===== src/rtl/divider_pkg.sv =====
// Shared types and default widths for the sequential restoring divider.
package divider_pkg;

    localparam int unsigned DW_DEFAULT = 4;
    localparam int unsigned VW_DEFAULT = 2;

    typedef enum logic [1:0] {
        IDLE,
        CALC,
        FINISH
    } state_t;

endpackage


===== src/rtl/div_step.sv =====
// One combinational restoring-division step: shift in a dividend bit, conditionally subtract.
module div_step
    import divider_pkg::*;
#(
    parameter int unsigned VW = VW_DEFAULT
) (
    input  logic [VW:0]   rem_in,
    input  logic          dividend_bit,
    input  logic [VW-1:0] divisor,
    output logic [VW:0]   rem_out,
    output logic          q_bit
);

    localparam int unsigned RW = VW + 1;
    localparam int unsigned SW = VW + 2;

    // Compare at one extra bit so the shifted value can never wrap.
    always_comb begin
        q_bit   = ({rem_in, dividend_bit} >= SW'(divisor));
        rem_out = q_bit ? RW'({rem_in, dividend_bit} - SW'(divisor))
                        : RW'({rem_in, dividend_bit});
    end

endmodule


===== src/rtl/seq_divider.sv =====
// Sequential unsigned divider: one restoring step per cycle, MSB first, registered results.
module seq_divider
    import divider_pkg::*;
#(
    parameter int unsigned DW = DW_DEFAULT,
    parameter int unsigned VW = VW_DEFAULT
) (
    input  logic          clk,
    input  logic          rst_n,
    input  logic          start,
    input  logic [DW-1:0] dividend,
    input  logic [VW-1:0] divisor,
    output logic          busy,
    output logic          done,
    output logic [DW-1:0] quotient,
    output logic [VW-1:0] remainder,
    output logic          div_by_zero
);

    localparam int unsigned CW = (DW > 1) ? $clog2(DW) : 1;
    localparam int unsigned RW = VW + 1;

    state_t        state_q, state_d;
    logic [CW-1:0] cnt_q, cnt_d;
    logic [DW-1:0] dvd_q, dvd_d;
    logic [VW-1:0] dsr_q, dsr_d;
    logic [RW-1:0] rem_q, rem_d;
    logic [DW-1:0] quo_q, quo_d;
    logic          busy_d, done_d, div_by_zero_d;
    logic [DW-1:0] quotient_d;
    logic [VW-1:0] remainder_d;

    logic [RW-1:0] step_rem;
    logic          step_q;
    logic [DW-1:0] quo_shift;

    div_step #(.VW(VW)) u_step (
        .rem_in       (rem_q),
        .dividend_bit (dvd_q[DW-1]),
        .divisor      (dsr_q),
        .rem_out      (step_rem),
        .q_bit        (step_q)
    );

    // Next-state, working registers and result registers.
    always_comb begin
        state_d       = state_q;
        cnt_d         = cnt_q;
        dvd_d         = dvd_q;
        dsr_d         = dsr_q;
        rem_d         = rem_q;
        quo_d         = quo_q;
        busy_d        = busy;
        done_d        = 1'b0;
        quotient_d    = quotient;
        remainder_d   = remainder;
        div_by_zero_d = div_by_zero;
        quo_shift     = DW'({quo_q, step_q});

        case (state_q)
            IDLE: begin
                if (start) begin
                    dvd_d = dividend;
                    dsr_d = divisor;
                    rem_d = '0;
                    cnt_d = '0;
                    quo_d = '0;
                    if (divisor == '0) begin
                        state_d       = FINISH;
                        done_d        = 1'b1;
                        quotient_d    = '1;
                        remainder_d   = '0;
                        div_by_zero_d = 1'b1;
                    end else begin
                        state_d = CALC;
                        busy_d  = 1'b1;
                    end
                end
            end
            CALC: begin
                rem_d = step_rem;
                quo_d = quo_shift;
                dvd_d = dvd_q << 1;
                cnt_d = cnt_q + CW'(1);
                if (cnt_q == CW'(DW - 1)) begin
                    state_d       = FINISH;
                    busy_d        = 1'b0;
                    done_d        = 1'b1;
                    quotient_d    = quo_shift;
                    remainder_d   = step_rem[VW-1:0];
                    div_by_zero_d = 1'b0;
                end
            end
            FINISH: begin
                state_d = IDLE;
            end
            default: begin
                state_d = IDLE;
            end
        endcase
    end

    always_ff @(posedge clk or negedge rst_n) begin
        if (!rst_n) begin
            state_q     <= IDLE;
            cnt_q       <= '0;
            dvd_q       <= '0;
            dsr_q       <= '0;
            rem_q       <= '0;
            quo_q       <= '0;
            busy        <= 1'b0;
            done        <= 1'b0;
            quotient    <= '0;
            remainder   <= '0;
            div_by_zero <= 1'b0;
        end else begin
            state_q     <= state_d;
            cnt_q       <= cnt_d;
            dvd_q       <= dvd_d;
            dsr_q       <= dsr_d;
            rem_q       <= rem_d;
            quo_q       <= quo_d;
            busy        <= busy_d;
            done        <= done_d;
            quotient    <= quotient_d;
            remainder   <= remainder_d;
            div_by_zero <= div_by_zero_d;
        end
    end

endmodule


===== config.mk =====
export PLATFORM = sky130hd
export DESIGN_NAME = seq_divider
export DESIGN_NICKNAME = d
export VERILOG_FILES = /design/src/rtl/divider_pkg.sv /design/src/rtl/div_step.sv /design/src/rtl/seq_divider.sv
export SDC_FILE = /design/constraint.sdc
export NUM_CORES = 1
export LEC_CHECK = 0
export CAP_MARGIN = 25
export CORE_MARGIN = 2
export CORE_UTILIZATION = 40
export CTS_BUF_LIST = sky130_fd_sc_hd__clkbuf_2 sky130_fd_sc_hd__clkbuf_4 sky130_fd_sc_hd__clkbuf_8
export CTS_CLUSTER_DIAMETER = 150
export DETAILED_ROUTE_END_ITERATION = 8
export SKIP_CTS_REPAIR_TIMING = 1
export SLEW_MARGIN = 5
export SYNTH_ARGS = -nofsm -noshare
export SYNTH_HDL_FRONTEND = slang
export SYNTH_SLANG_ARGS = --single-unit
export TNS_END_PERCENT = 20

===== constraint.sdc =====
create_clock -name clk -period 2.2 [get_ports clk]
set_input_delay 0.22 -clock clk [delete_from_list [all_inputs] [get_ports clk]]
set_output_delay 0.22 -clock clk [all_outputs]
set_load 0.005 [all_outputs]

==> metrics.yaml, run 1 <==
timing:
  setup_viol: 0
  hold_ws_ns: 0.251
  grt_setup_unrepaired: "false"
  worst_pin_slew_ns: 0.439
  max-slew-margin-rel: 0.707
  worst_slack_ns: 0.296
  maxSlewViolCount: 0
  finalCriticalPeriod_ns: 1.90
  fin_crit_sh: 0.865
  fmax_mhz: 525
  skew_ns: 0.00578
  fin_tns_setup_ns: 0
  finalHoldViolCount: 0
power_and_ir_drop:
  powerDensity_nw_per_um2: 1370
  vdd_ir_drop_max_mv: 0.656
  finalPower_mw: 1.90
  combPwrFrac: 0.464
  p_leak_nw: 0.611
  power_switching_mw: 0.710
  intPower_mw: 1.19
  swShare: 0.374
  power_frac_seq: 0.422
  p_clk_frac: 0.114
placement:
  place_hpwl_um: 1560
  dpl_worst_slack_ns: 0.277
  placement.io_buffers: 17
  place.gp.congestion: 0.724
grt:
  grt_first_pass_wirelength_um: 3790
  grt_use_met2: 0.232
  grt.total_usage: 0.148
  met1_usage: 0.208
  grt_max_degree: 26
  grt_pass1_vias: 830
  use_met3: 0.0201
  antenna_found_initial: 0
  gr-max-usage-layer: "met2"
  grt-ovfl-total: 0
critical_path:
  critPathMaxFanout: 5
  path_delay_family: "adder cells"
  cp_slowest_cell: "fa_1"
  slowest_delay_ns: 0.40
  critPathBufInv: 1
  worstSetupPathType: "reg2reg"
  cp_cell_sequence: "inv_1 > ha_1 > fa_1 > nand3_1 > mux2_2 > o21ai_0"
  crit_required_ns: 2.43
  crit_arrival_ns: 2.13
  startpoint_type: "flip-flop"
  endpoint_kind: "flip-flop"
layout:
  insertedDiodeCount: 0
  utilization: 0.501
  final_nets: 140
  multi_input_area_um2: 484
  syn2layout_area_growth_pct: 18.3
  seq_area_um2: 626
  fillCellCount: 267
  layout-drive-gt1-share: 0.135
routing:
  viasPerCell: 5.15
  drt_iter0_drc: 23
  route.detailed.drc: 0
  drt_wl_total_um: 2090
  drtPass1Iterations: 4
  vias: 808
  wl_per_cell_um: 13.3
  ant_nets: 0
synthesis:
  yosysSeqAreaShare: 0.535
  synthFlopType: "dfrtp_1"
  ys_warn_count: 0
  synth_area_leader_cell: "dfrtp_1"
  synthCells: 108
  synth_seq_cells: 25
  synthArstFlopShare: 1.00
  yosysMostFrequentCell: "dfrtp_1"
  netlist_top_cells_count: "dfrtp_1, nand2_1, nor2_1"
  netlist_area_um2: 1170
  synth_cell_type_count: 28
  yosysTopAreaCellShare: 0.535
  synthTopCellsByArea: "dfrtp_1, nand2_1, o21ai_0"
  synth_enable_flop_cells: 0
  synth_nets: 121
  avgSynthCellArea_um2: 10.8
floorplan:
  rows: 19
  core_um2: 2760
  die_h_um: 58.1
  dieArea_um2: 3370
  start_util: 0.424
  die_w_um: 58.1
  io_pins: 18
clocking:
  insertion_delay_ns: 0.31
  cts_tree: "yes"
  cts-root-buf: "clkbuf_4"
  cts_num_sinks: 25
  clk_path_buf_depth: 2
  htree_levels: 1
  path_clk_slew_ns: 0.13
  numCtsBuffers: 3
hold_path:
  hold_path.class: "in2async"
flow_run:
  cap_violations: 0
status:
  outcome: "finished clean"
-- cell type report --
class | count | area share
flip-flops and latches | 25 | 0.452
multi-input cells | 73 | 0.350
repair buffers | 19 | 0.134
well taps | 31 | 0.0281
clock buffers | 4 | 0.0217
inverters | 5 | 0.0136
-- through the flow --
stage                     std cells  cell area (µm²)
after floorplan                 108             1170
after global placement          153             1350
after detailed placement        153             1350
after CTS                       157             1380
after global routing            157             1380
final                           157             1380
-- layout by cell type, fill, tap and decap left out --
| cell | netlist | routed |
|---|---|---|
| nand3_1 | 1 | 1 |
| a22o_1 | 4 | 4 |
| a21oi_4 | 1 | 1 |
| buf_4 | 0 | 2 |
| nand2b_1 | 1 | 1 |
| xor2_1 | 1 | 1 |
| o21bai_1 | 1 | 1 |
| fa_1 | 1 | 1 |
| dfrtp_1 | 25 | 25 |
| nand2_1 | 14 | 14 |
| nor2_1 | 11 | 11 |
| inv_1 | 5 | 5 |
| mux2i_1 | 3 | 3 |
| clkdlybuf4s50_1 | 0 | 17 |
| nor2b_1 | 3 | 3 |
| a21oi_2 | 3 | 3 |
| and2b_2 | 1 | 1 |
| o21ai_0 | 10 | 10 |
| clkbuf_4 | 0 | 4 |
| mux2_2 | 4 | 4 |
| or2b_1 | 1 | 1 |
| a21oi_1 | 5 | 5 |
| or4b_4 | 1 | 1 |
| o22ai_1 | 2 | 2 |
| or2_2 | 1 | 1 |
| ha_1 | 3 | 3 |
| a32o_1 | 1 | 1 |
-- registers in the layout (all words and copies together), names as in the netlist --
signal       cells
quotient         4
rem_q            3
done             1
busy             1
quo_q            3
cnt_q            2
div_by_zero      1
state_q          2
remainder        2
dsr_q            2
dvd_q            4
-- layer usage --
layer  share of wire  up-vias
met5               0        -
met4          0.0091        0
met3           0.021        2
met2            0.48        7
met1            0.49      393
li1                -      406
-- logic make-up (layout without fill, tap and decap cells) --
kind of cell    after synthesis  after routing  share of synthesized area
simple gates                 34             34                      0.137
xor+xnor                      1              1                    0.00750
flops                        25             25                      0.535
fa+ha+maj                     4              4                     0.0493
buf+inv                      10             28                     0.0503
compound gates               27             27                      0.156
mux                           7              7                     0.0642
-- final timing paths --
| check | startpoint | end | slack, ns | cells past startpoint |
|---|---|---|---|---|
| max in group asynchronous | rst_n | dsr_q[1] | 1.70 | 2 |
| min in group clk | dvd_q[2] | dvd_q[2] | 0.50 | 2 |
| hold / removal | rst_n | cnt_q[1] | 0.25 | 2 |
| hold reg to reg | dvd_q[2] | dvd_q[2] | 0.50 | 2 |
| setup reg to reg | dvd_q[3] | rem_q[0] | 0.30 | 6 |
| setup / recovery | dvd_q[3] | rem_q[0] | 0.30 | 6 |
-- power groups by stage --
stage	registers, mW	logic [mW]	clock network (mW)
6_report	0.802	0.881	0.216
5_1_grt	0.832	1.01	0.249
4_1_cts	0.805	0.900	0.224
3_5_place_dp	0.815	0.896	0
3_3_place_gp	0.805	0.870	0
2_1_floorplan	0.760	0.678	0
Power figures use the tool's default switching activity.
==> inputs of run 2 (changes only) <==
--- a/config.mk
+++ b/config.mk
@@ -7,7 +7,7 @@
 export LEC_CHECK = 0
 export CAP_MARGIN = 25
 export CORE_MARGIN = 2
-export CORE_UTILIZATION = 40
+export CORE_UTILIZATION = 33
 export CTS_BUF_LIST = sky130_fd_sc_hd__clkbuf_2 sky130_fd_sc_hd__clkbuf_4 sky130_fd_sc_hd__clkbuf_8
 export CTS_CLUSTER_DIAMETER = 150
 export DETAILED_ROUTE_END_ITERATION = 8
==> metrics.yaml, run 2 (same netlist as run 1, synthesis figures left out) <==
status:
  outcome: "finished clean"
placement:
  place.gp.congestion: 0.673  # -7.1%
  place_hpwl_um: 1510  # -3.0%
  placement.io_buffers: 17  # unchanged
layout:
  seq_area_um2: 626  # unchanged
  final_cell_mix: "dfrtp_1, clkdlybuf4s50_1, nand2_1"
  insertedDiodeCount: 0  # unchanged
  top_regs: "dvd_q x4, quotient x4"
  layout-drive-gt1-share: 0.135  # unchanged
  fillCellCount: 348  # +30%
  final_nets: 140  # unchanged
  syn2layout_area_growth_pct: 19.7
  layout_commonest_cell: "dfrtp_1"
  multi_input_area_um2: 484  # unchanged
critical_path:
  r2r_slack_ns: 0.33  # +0.04 ns
  reg2reg_from: "dvd_q[3]"
  worstSetupPathType: "reg2reg"
  startpoint_type: "flip-flop"
  crit_arrival_ns: 2.10  # -0.03 ns
  critPathMaxFanout: 5  # unchanged
  crit_required_ns: 2.43  # about the same
  reg2reg_depth: 6  # unchanged
  endpoint_kind: "flip-flop"
  timing.rr.end: "rem_q[1]"
routing:
  drt_iter0_drc: 19  # -17%
  wl_per_cell_um: 11.7  # -12%
  viasPerCell: 4.65  # -9.7%
  vias: 799  # -1.1%
  route.detailed.drc: 0  # unchanged
  drt_wl_total_um: 2020  # -3.4%
  ant_nets: 0  # unchanged
  drtPass1Iterations: 4  # unchanged
timing:
  setup_viol: 0  # unchanged
  finalHoldViolCount: 0  # unchanged
  maxSlewViolCount: 0  # unchanged
  fin_crit_sh: 0.849  # -0.0160
  skew_ns: 0.00153  # -0.00425 ns
  fin_tns_setup_ns: 0  # unchanged
  worst_pin_slew_ns: 0.443  # +0.00387 ns
  finalCriticalPeriod_ns: 1.87  # -0.0352 ns
  max-slew-margin-rel: 0.704  # -0.00258
  grt_setup_unrepaired: "false"
  hold_ws_ns: 0.255  # +0.00466 ns
  fmax_mhz: 535  # +1.9%
power_and_ir_drop:
  power_frac_seq: 0.428  # +0.006
  powerDensity_nw_per_um2: 1340  # -2.6%
  swShare: 0.374  # about the same
  intPower_mw: 1.17  # -1.4%
  p_clk_frac: 0.103  # -0.011
  combPwrFrac: 0.469  # +0.005
  vdd_ir_drop_max_mv: 0.524  # -20%
  power_switching_mw: 0.699  # -1.5%
  p_leak_nw: 0.610  # -0.11%
floorplan:
  core_um2: 3360  # +22%
  die_w_um: 63.5  # +9.4%
  rows: 21  # +2
  dieArea_um2: 4030  # +20%
  start_util: 0.347  # -0.0763
  die_h_um: 63.5  # +9.4%
  io_pins: 18  # unchanged
grt:
  grt.total_usage: 0.116  # -0.0325
  grt-ovfl-total: 0  # unchanged
  grt_pass1_vias: 823  # -0.84%
  grt_first_pass_wirelength_um: 3680  # -2.7%
  grt_max_degree: 26  # unchanged
  antenna_found_initial: 0  # unchanged
hold_path:
  hold_path.class: "in2async"
clocking:
  cts-root-buf: "clkbuf_4"
  cts_num_sinks: 25  # unchanged
  cts_tree: "yes"
  path_clk_slew_ns: 0.13  # about the same
  insertion_delay_ns: 0.30  # about the same
  numCtsBuffers: 3  # unchanged
  htree_levels: 1  # unchanged
  clk_path_buf_depth: 2  # unchanged
flow_run:
  cap_violations: 0  # unchanged
[run 2: final cells by class]
cell class	instances	area share
Sequential cell	25	0.447
Multi-Input combinational cell	73	0.346
Timing Repair Buffer	19	0.132
Tap cell	46	0.0411
Clock buffer	3	0.0161
Inverter	5	0.0134
Clock inverter	1	0.00358
[run 2: worst max-delay path by stage]
stage                from           end  cells past startpoint
4_1_cts          dvd_q[3]      rem_q[1]                      6
6_report         dvd_q[3]      rem_q[1]                      6
2_1_floorplan    dsr_q[0]      rem_q[0]                      5
3_3_place_gp   divisor[1]  remainder[0]                      5
3_5_place_dp   divisor[1]  remainder[0]                      5
5_1_grt          dvd_q[3]      rem_q[1]                      6
[run 2: worst max-delay path, cell delays in order (launching register included)]
cell and delay [ns]:
dfrtp_1 0.38, inv_1 0.07, ha_1 0.19, fa_1 0.40
nand3_1 0.20, mux2_2 0.38, o21ai_0 0.16
[run 2: power groups by stage]
stage	logic [mW]	registers, mW	clock network, mW
detailed placement	0.891	0.812	0
floorplan	0.678	0.760	0
global route	1.00	0.831	0.224
global placement	0.868	0.803	0
CTS	0.895	0.802	0.204
finish	0.878	0.801	0.193
[run 2: per-stage QoR]
step           cells  utilization  worst slack [ns]  instance area, µm²  power (mW)
6_report         172        0.416             0.332                1400        1.87
2_1_floorplan    108            -             0.543                1170        1.44
3_3_place_gp     168        0.408             0.318                1370        1.67
5_1_grt          172        0.416             0.243                1400        2.06
4_1_cts          172        0.416             0.329                1400        1.90
3_5_place_dp     168        0.408             0.268                1370        1.70
[run 2: metal layers]
| metal | track usage | routed length [µm] |
|---|---|---|
| met5 | 0 | 0 |
| met4 | 0.0408 | 19 |
| met3 | 0.0161 | 54 |
| met2 | 0.200 | 1050 |
| met1 | 0.147 | 893 |
==> inputs of run 3 (changes only) <==
==> constraint.sdc (replaced) <==
create_clock -name clk -period 1.9 [get_ports clk]
set_input_delay 0.19 -clock clk [delete_from_list [all_inputs] [get_ports clk]]
set_output_delay 0.19 -clock clk [all_outputs]
set_load 0.005 [all_outputs]
==> metrics.yaml, run 3 (same netlist as run 1, synthesis figures left out) <==
status:
  outcome: "finished clean"
critical_path:
  crit_arrival_ns: 1.98  # -0.12 ns
  startpoint_type: "flip-flop"
  crit_required_ns: 2.13  # -0.30 ns
  endpoint_kind: "flip-flop"
  worstSetupPathType: "reg2reg"
  critPathMaxFanout: 3  # -2
placement:
  place_hpwl_um: 1520  # +0.36%
  dp.cells: 173  # +3.0%
  place_area_um2: 1420  # +3.6%
  dpl_worst_slack_ns: 0.102  # -0.166 ns
  placement.io_buffers: 17  # unchanged
  place.gp.congestion: 0.723  # +7.4%
grt:
  grt_first_pass_wirelength_um: 3870  # +5.0%
  grt.total_usage: 0.118  # +0.00252
  grt_pass1_vias: 884  # +7.4%
  grt_max_degree: 26  # unchanged
  antenna_found_initial: 0  # unchanged
  grt-ovfl-total: 0  # unchanged
timing:
  fmax_mhz: 573  # +7.0%
  finalHoldViolCount: 0  # unchanged
  worst_pin_slew_ns: 0.469  # +0.0261 ns
  max-slew-margin-rel: 0.687  # -0.0174
  setup_viol: 0  # unchanged
  maxSlewViolCount: 0  # unchanged
  skew_ns: 0.00107  # -0.000465 ns
  worst_slack_ns: 0.155  # -0.177 ns
  grt_setup_unrepaired: "false"
  fin_crit_sh: 0.919  # +0.0694
  finalCriticalPeriod_ns: 1.75  # -0.123 ns
  fin_tns_setup_ns: 0  # unchanged
floorplan:
  start_util: 0.347  # unchanged
  die_h_um: 63.5  # unchanged
  dieArea_um2: 4030  # unchanged
  core_um2: 3360  # unchanged
  rows: 21  # unchanged
  io_pins: 18  # unchanged
  die_w_um: 63.5  # unchanged
clocking:
  clk_path_buf_depth: 2  # unchanged
  cts_num_sinks: 25  # unchanged
  cts_tree: "yes"
  htree_levels: 1  # unchanged
  insertion_delay_ns: 0.30  # about the same
  path_clk_slew_ns: 0.13  # about the same
  cts-root-buf: "clkbuf_4"
  numCtsBuffers: 3  # unchanged
routing:
  drt_iter0_drc: 18  # -1
  vias: 808  # +1.1%
  wl_per_cell_um: 11.2  # -4.4%
  drt_wl_total_um: 1990  # -1.6%
  ant_nets: 0  # unchanged
  route.detailed.drc: 0  # unchanged
  viasPerCell: 4.56  # -1.7%
  drtPass1Iterations: 4  # unchanged
power_and_ir_drop:
  p_leak_nw: 0.637  # +4.4%
  vdd_ir_drop_max_mv: 0.599  # +14%
  powerDensity_nw_per_um2: 1540  # +15%
layout:
  final_nets: 145  # +3.6%
  fin_area_um2: 1450  # +3.6%
  syn2layout_area_growth_pct: 24.0
  top_regs: "dvd_q x4, quotient x4"
  utilization: 0.431  # +0.0149
  final_cells: 177  # +2.9%
  layout-drive-gt1-share: 0.168  # +0.0330
  insertedDiodeCount: 0  # unchanged
  final_cell_mix: "dfrtp_1, clkdlybuf4s50_1, nand2_1"
  layout_commonest_cell: "dfrtp_1"
  fillCellCount: 360  # +3.4%
hold_path:
  hold_path.class: "in2async"
flow_run:
  cap_violations: 0  # unchanged
[run 3: cell types whose count changed in the layout (fill, tap and decap cells not counted)]
cell | before | now
buf_4 | 2 | 6
buf_12 | 0 | 1
[run 3: area by class of cell]
cell class,count,area (µm²),share of cell area
tap,46,57.6,0.0397
inverter,5,18.8,0.0130
clock buffer,3,22.5,0.0155
clock inverter,1,5.00,0.00345
multi-input combinational,73,484,0.334
timing repair buffer,24,235,0.162
sequential,25,626,0.432
[run 3: critical path, cell delays in order (launching register included)]
cell,delay (ns)
dfrtp_1,0.42
ha_1,0.21
fa_1,0.40
nand3_1,0.15
mux2_2,0.36
o21ai_0,0.14
[run 3: power breakdown]
part           switching, mW  internal [mW]  leakage [nW]
combinational          0.513          0.583         0.321
clock                  0.150         0.0784        0.0177
sequential             0.145          0.758         0.298
total                  0.808           1.42         0.637
[run 3: metal layers]
layer  track usage  up-vias  part of all wire
met3        0.0161        2             0.018
met5             0        -                 0
met1         0.152      391              0.48
met2         0.207        4              0.49
li1              -      411                 -
met4        0.0326        0             0.012
[run 3: final timing paths]
kind	from	to	slack (ns)	cells after the start
max	dsr_q[0]	rem_q[1]	0.15	5
min	rst_n	dvd_q[0]	0.22	2
max reg2reg	dsr_q[0]	rem_q[1]	0.15	5
min reg2reg	dvd_q[3]	dvd_q[3]	0.50	2
max in group asynchronous	rst_n	dvd_q[3]	1.44	2
min in group clk	dvd_q[3]	dvd_q[3]	0.50	2
[run 3: through the flow]
step / hold WS (ns) / power (mW)
after floorplan: -0.106 / 1.67
after global placement: 0.468 / 2.02
after detailed placement: 0.476 / 2.04
after CTS: 0.229 / 2.27
after global routing: 0.259 / 2.46
final: 0.222 / 2.23
==> RTL change: new RTL, settings of run 2 <==
The package constant `DW_DEFAULT` goes from 4 to 16.
--- a/src/rtl/divider_pkg.sv
+++ b/src/rtl/divider_pkg.sv
@@ -1,7 +1,7 @@
 // Shared types and default widths for the sequential restoring divider.
 package divider_pkg;
 
-    localparam int unsigned DW_DEFAULT = 4;
+    localparam int unsigned DW_DEFAULT = 16;
     localparam int unsigned VW_DEFAULT = 2;
 
     typedef enum logic [1:0] {
Interface: changed (resized dividend and quotient); port bits go from 18 to 42. No check against the original RTL was run, so the function may have changed too.
==> RTL change against run 2 <==
  * Global-route usage increased by 1.3 points
  * Largest cell class unchanged
  * Total power rose to 2.6 times the old value
  * Critical endpoint is now remainder[0]
  * Worst hold slack gained 0.18 ns
  * Wire length rose to 2.5 times the old value
  * Clock skew is 0.0054 ns higher
  * Largest power group is now sequential cells
  * Cell count is 110% higher
  * Worst setup slack lost 0.076 ns
  * Area after synthesis grew 130%
  * Final area increased by 150%
  * Sequential cell count up 38
==> RTL change: results (changes against run 2) <==
placed inst area 3183 um2 (was 1371 um2); synth unique cells 37 (was 28); filler cell count 741 (was 348); top post-synthesis cells by area dfrtp_1, mux2i_1, a22o_1 (was dfrtp_1, nand2_1, o21ai_0); complex-gate fraction of the synthesized area 19.40% (was 15.63%); Worst-path clk slew 0.07 ns (was 0.13 ns); leakage power 1.423 nW (was 0.6102 nW); Seq cells 63 (was 25); met3 GRT Util 5.802% (was 1.607%); skew final 0.006897 ns (was 0.001531 ns); crit-path max cell delay 0.44 ns (was 0.40 ns); vias in the first global route 1731 (was 823); first-pass GRT wire length 8.721 mm (was 3.684 mm); routed wl met3 283 um (was 54 um); met1 Use GR 17.01% (was 14.69%); pwr/cell area 1427 nW/um2 (was 1338 nW/um2); DRT Wirelength 5.122 mm (was 2.019 mm); multi-input gates 133 (was 73); Mean Syn Cell Area 12.32 um2 (was 10.82 um2); clkbuf count 9 (was 3); post-synthesis adder-cell area fraction 2.182% (was 4.925%); routed len/inst 13.92 um (was 11.74 um); clk tree area frac 7.132% (was 1.968%); CTS root buffer clkbuf_8 (was clkbuf_4); dpl cells 351 (was 168); Clk Latency, worst-skew pair 0.33 ns (was 0.30 ns); layout cells sized above 1 14.29% (was 13.49%); NonClk Buf Share 14.34% (was 13.24%); multi-input combinational area share 28.42% (was 34.62%); Post-Synthesis Cells 214 (was 108); mux contribution to synthesized area 6.831% (was 6.424%); register area share after synthesis 59.77% (was 53.53%); wire length on met1 2.448 mm (was 893 um); hpwl dp 3.456 mm (was 1.514 mm); htree depth 3 (was 1); non-clock buffer count 49 (was 19); outcome complete, no violations (unchanged); xor/xnor share of the synthesized area 0.3321% (was 0.7495%); metal2 WL 2.322 mm (was 1.051 mm); Worst VDD drop 0.5107 mV (was 0.5237 mV); pin count of the biggest net entering global routing 39 (was 26); most frequent cells after synthesis dfrtp_1, nand2_1, o21ai_0 (was dfrtp_1, nand2_1, nor2_1); total track usage 12.91% (was 11.56%); Synth Net Count 239 (was 121); Vias per Instance 4.864 (was 4.645); pre-CTS setup slack 0.2299 ns (was 0.2676 ns); Iter 0 DRT Violations 98 (was 19); met2 Track Usage GR 18.94% (was 20.00%)
## RTL change: changes by cell type in the layout (fill, tap and decap cells not counted), sizes merged, moves of 5 or more
cell / delta
dfrtp: +38
clkdlybuf4s50: +23
o22a: +15
a22o: +13
nand2: +13
mux2i: +12
o21ai: +11
nor2: -10
buf: +6
clkbuf: +6
a21oi: -5
## RTL change: power breakdown
group	switching (mW)	leakage, nW	internal (mW)
logic	0.717	0.566	0.949
registers	0.357	0.745	1.68
clock network	0.457	0.112	0.754
## RTL change: path summary, 6_finish.rpt
path | startpoint | to | slack, ns | cells past startpoint
worst max-delay path | dsr_q[0] | remainder[0] | 0.26 | 5
worst min register to register | dvd_q[2] | dvd_q[2] | 0.48 | 2
worst max register to register | dsr_q[0] | remainder[0] | 0.26 | 5
worst min-delay path | rst_n | quotient[5] | 0.43 | 2
max in group asynchronous | rst_n | dvd_q[1] | 1.15 | 3
min in group clk | dvd_q[2] | dvd_q[2] | 0.48 | 2
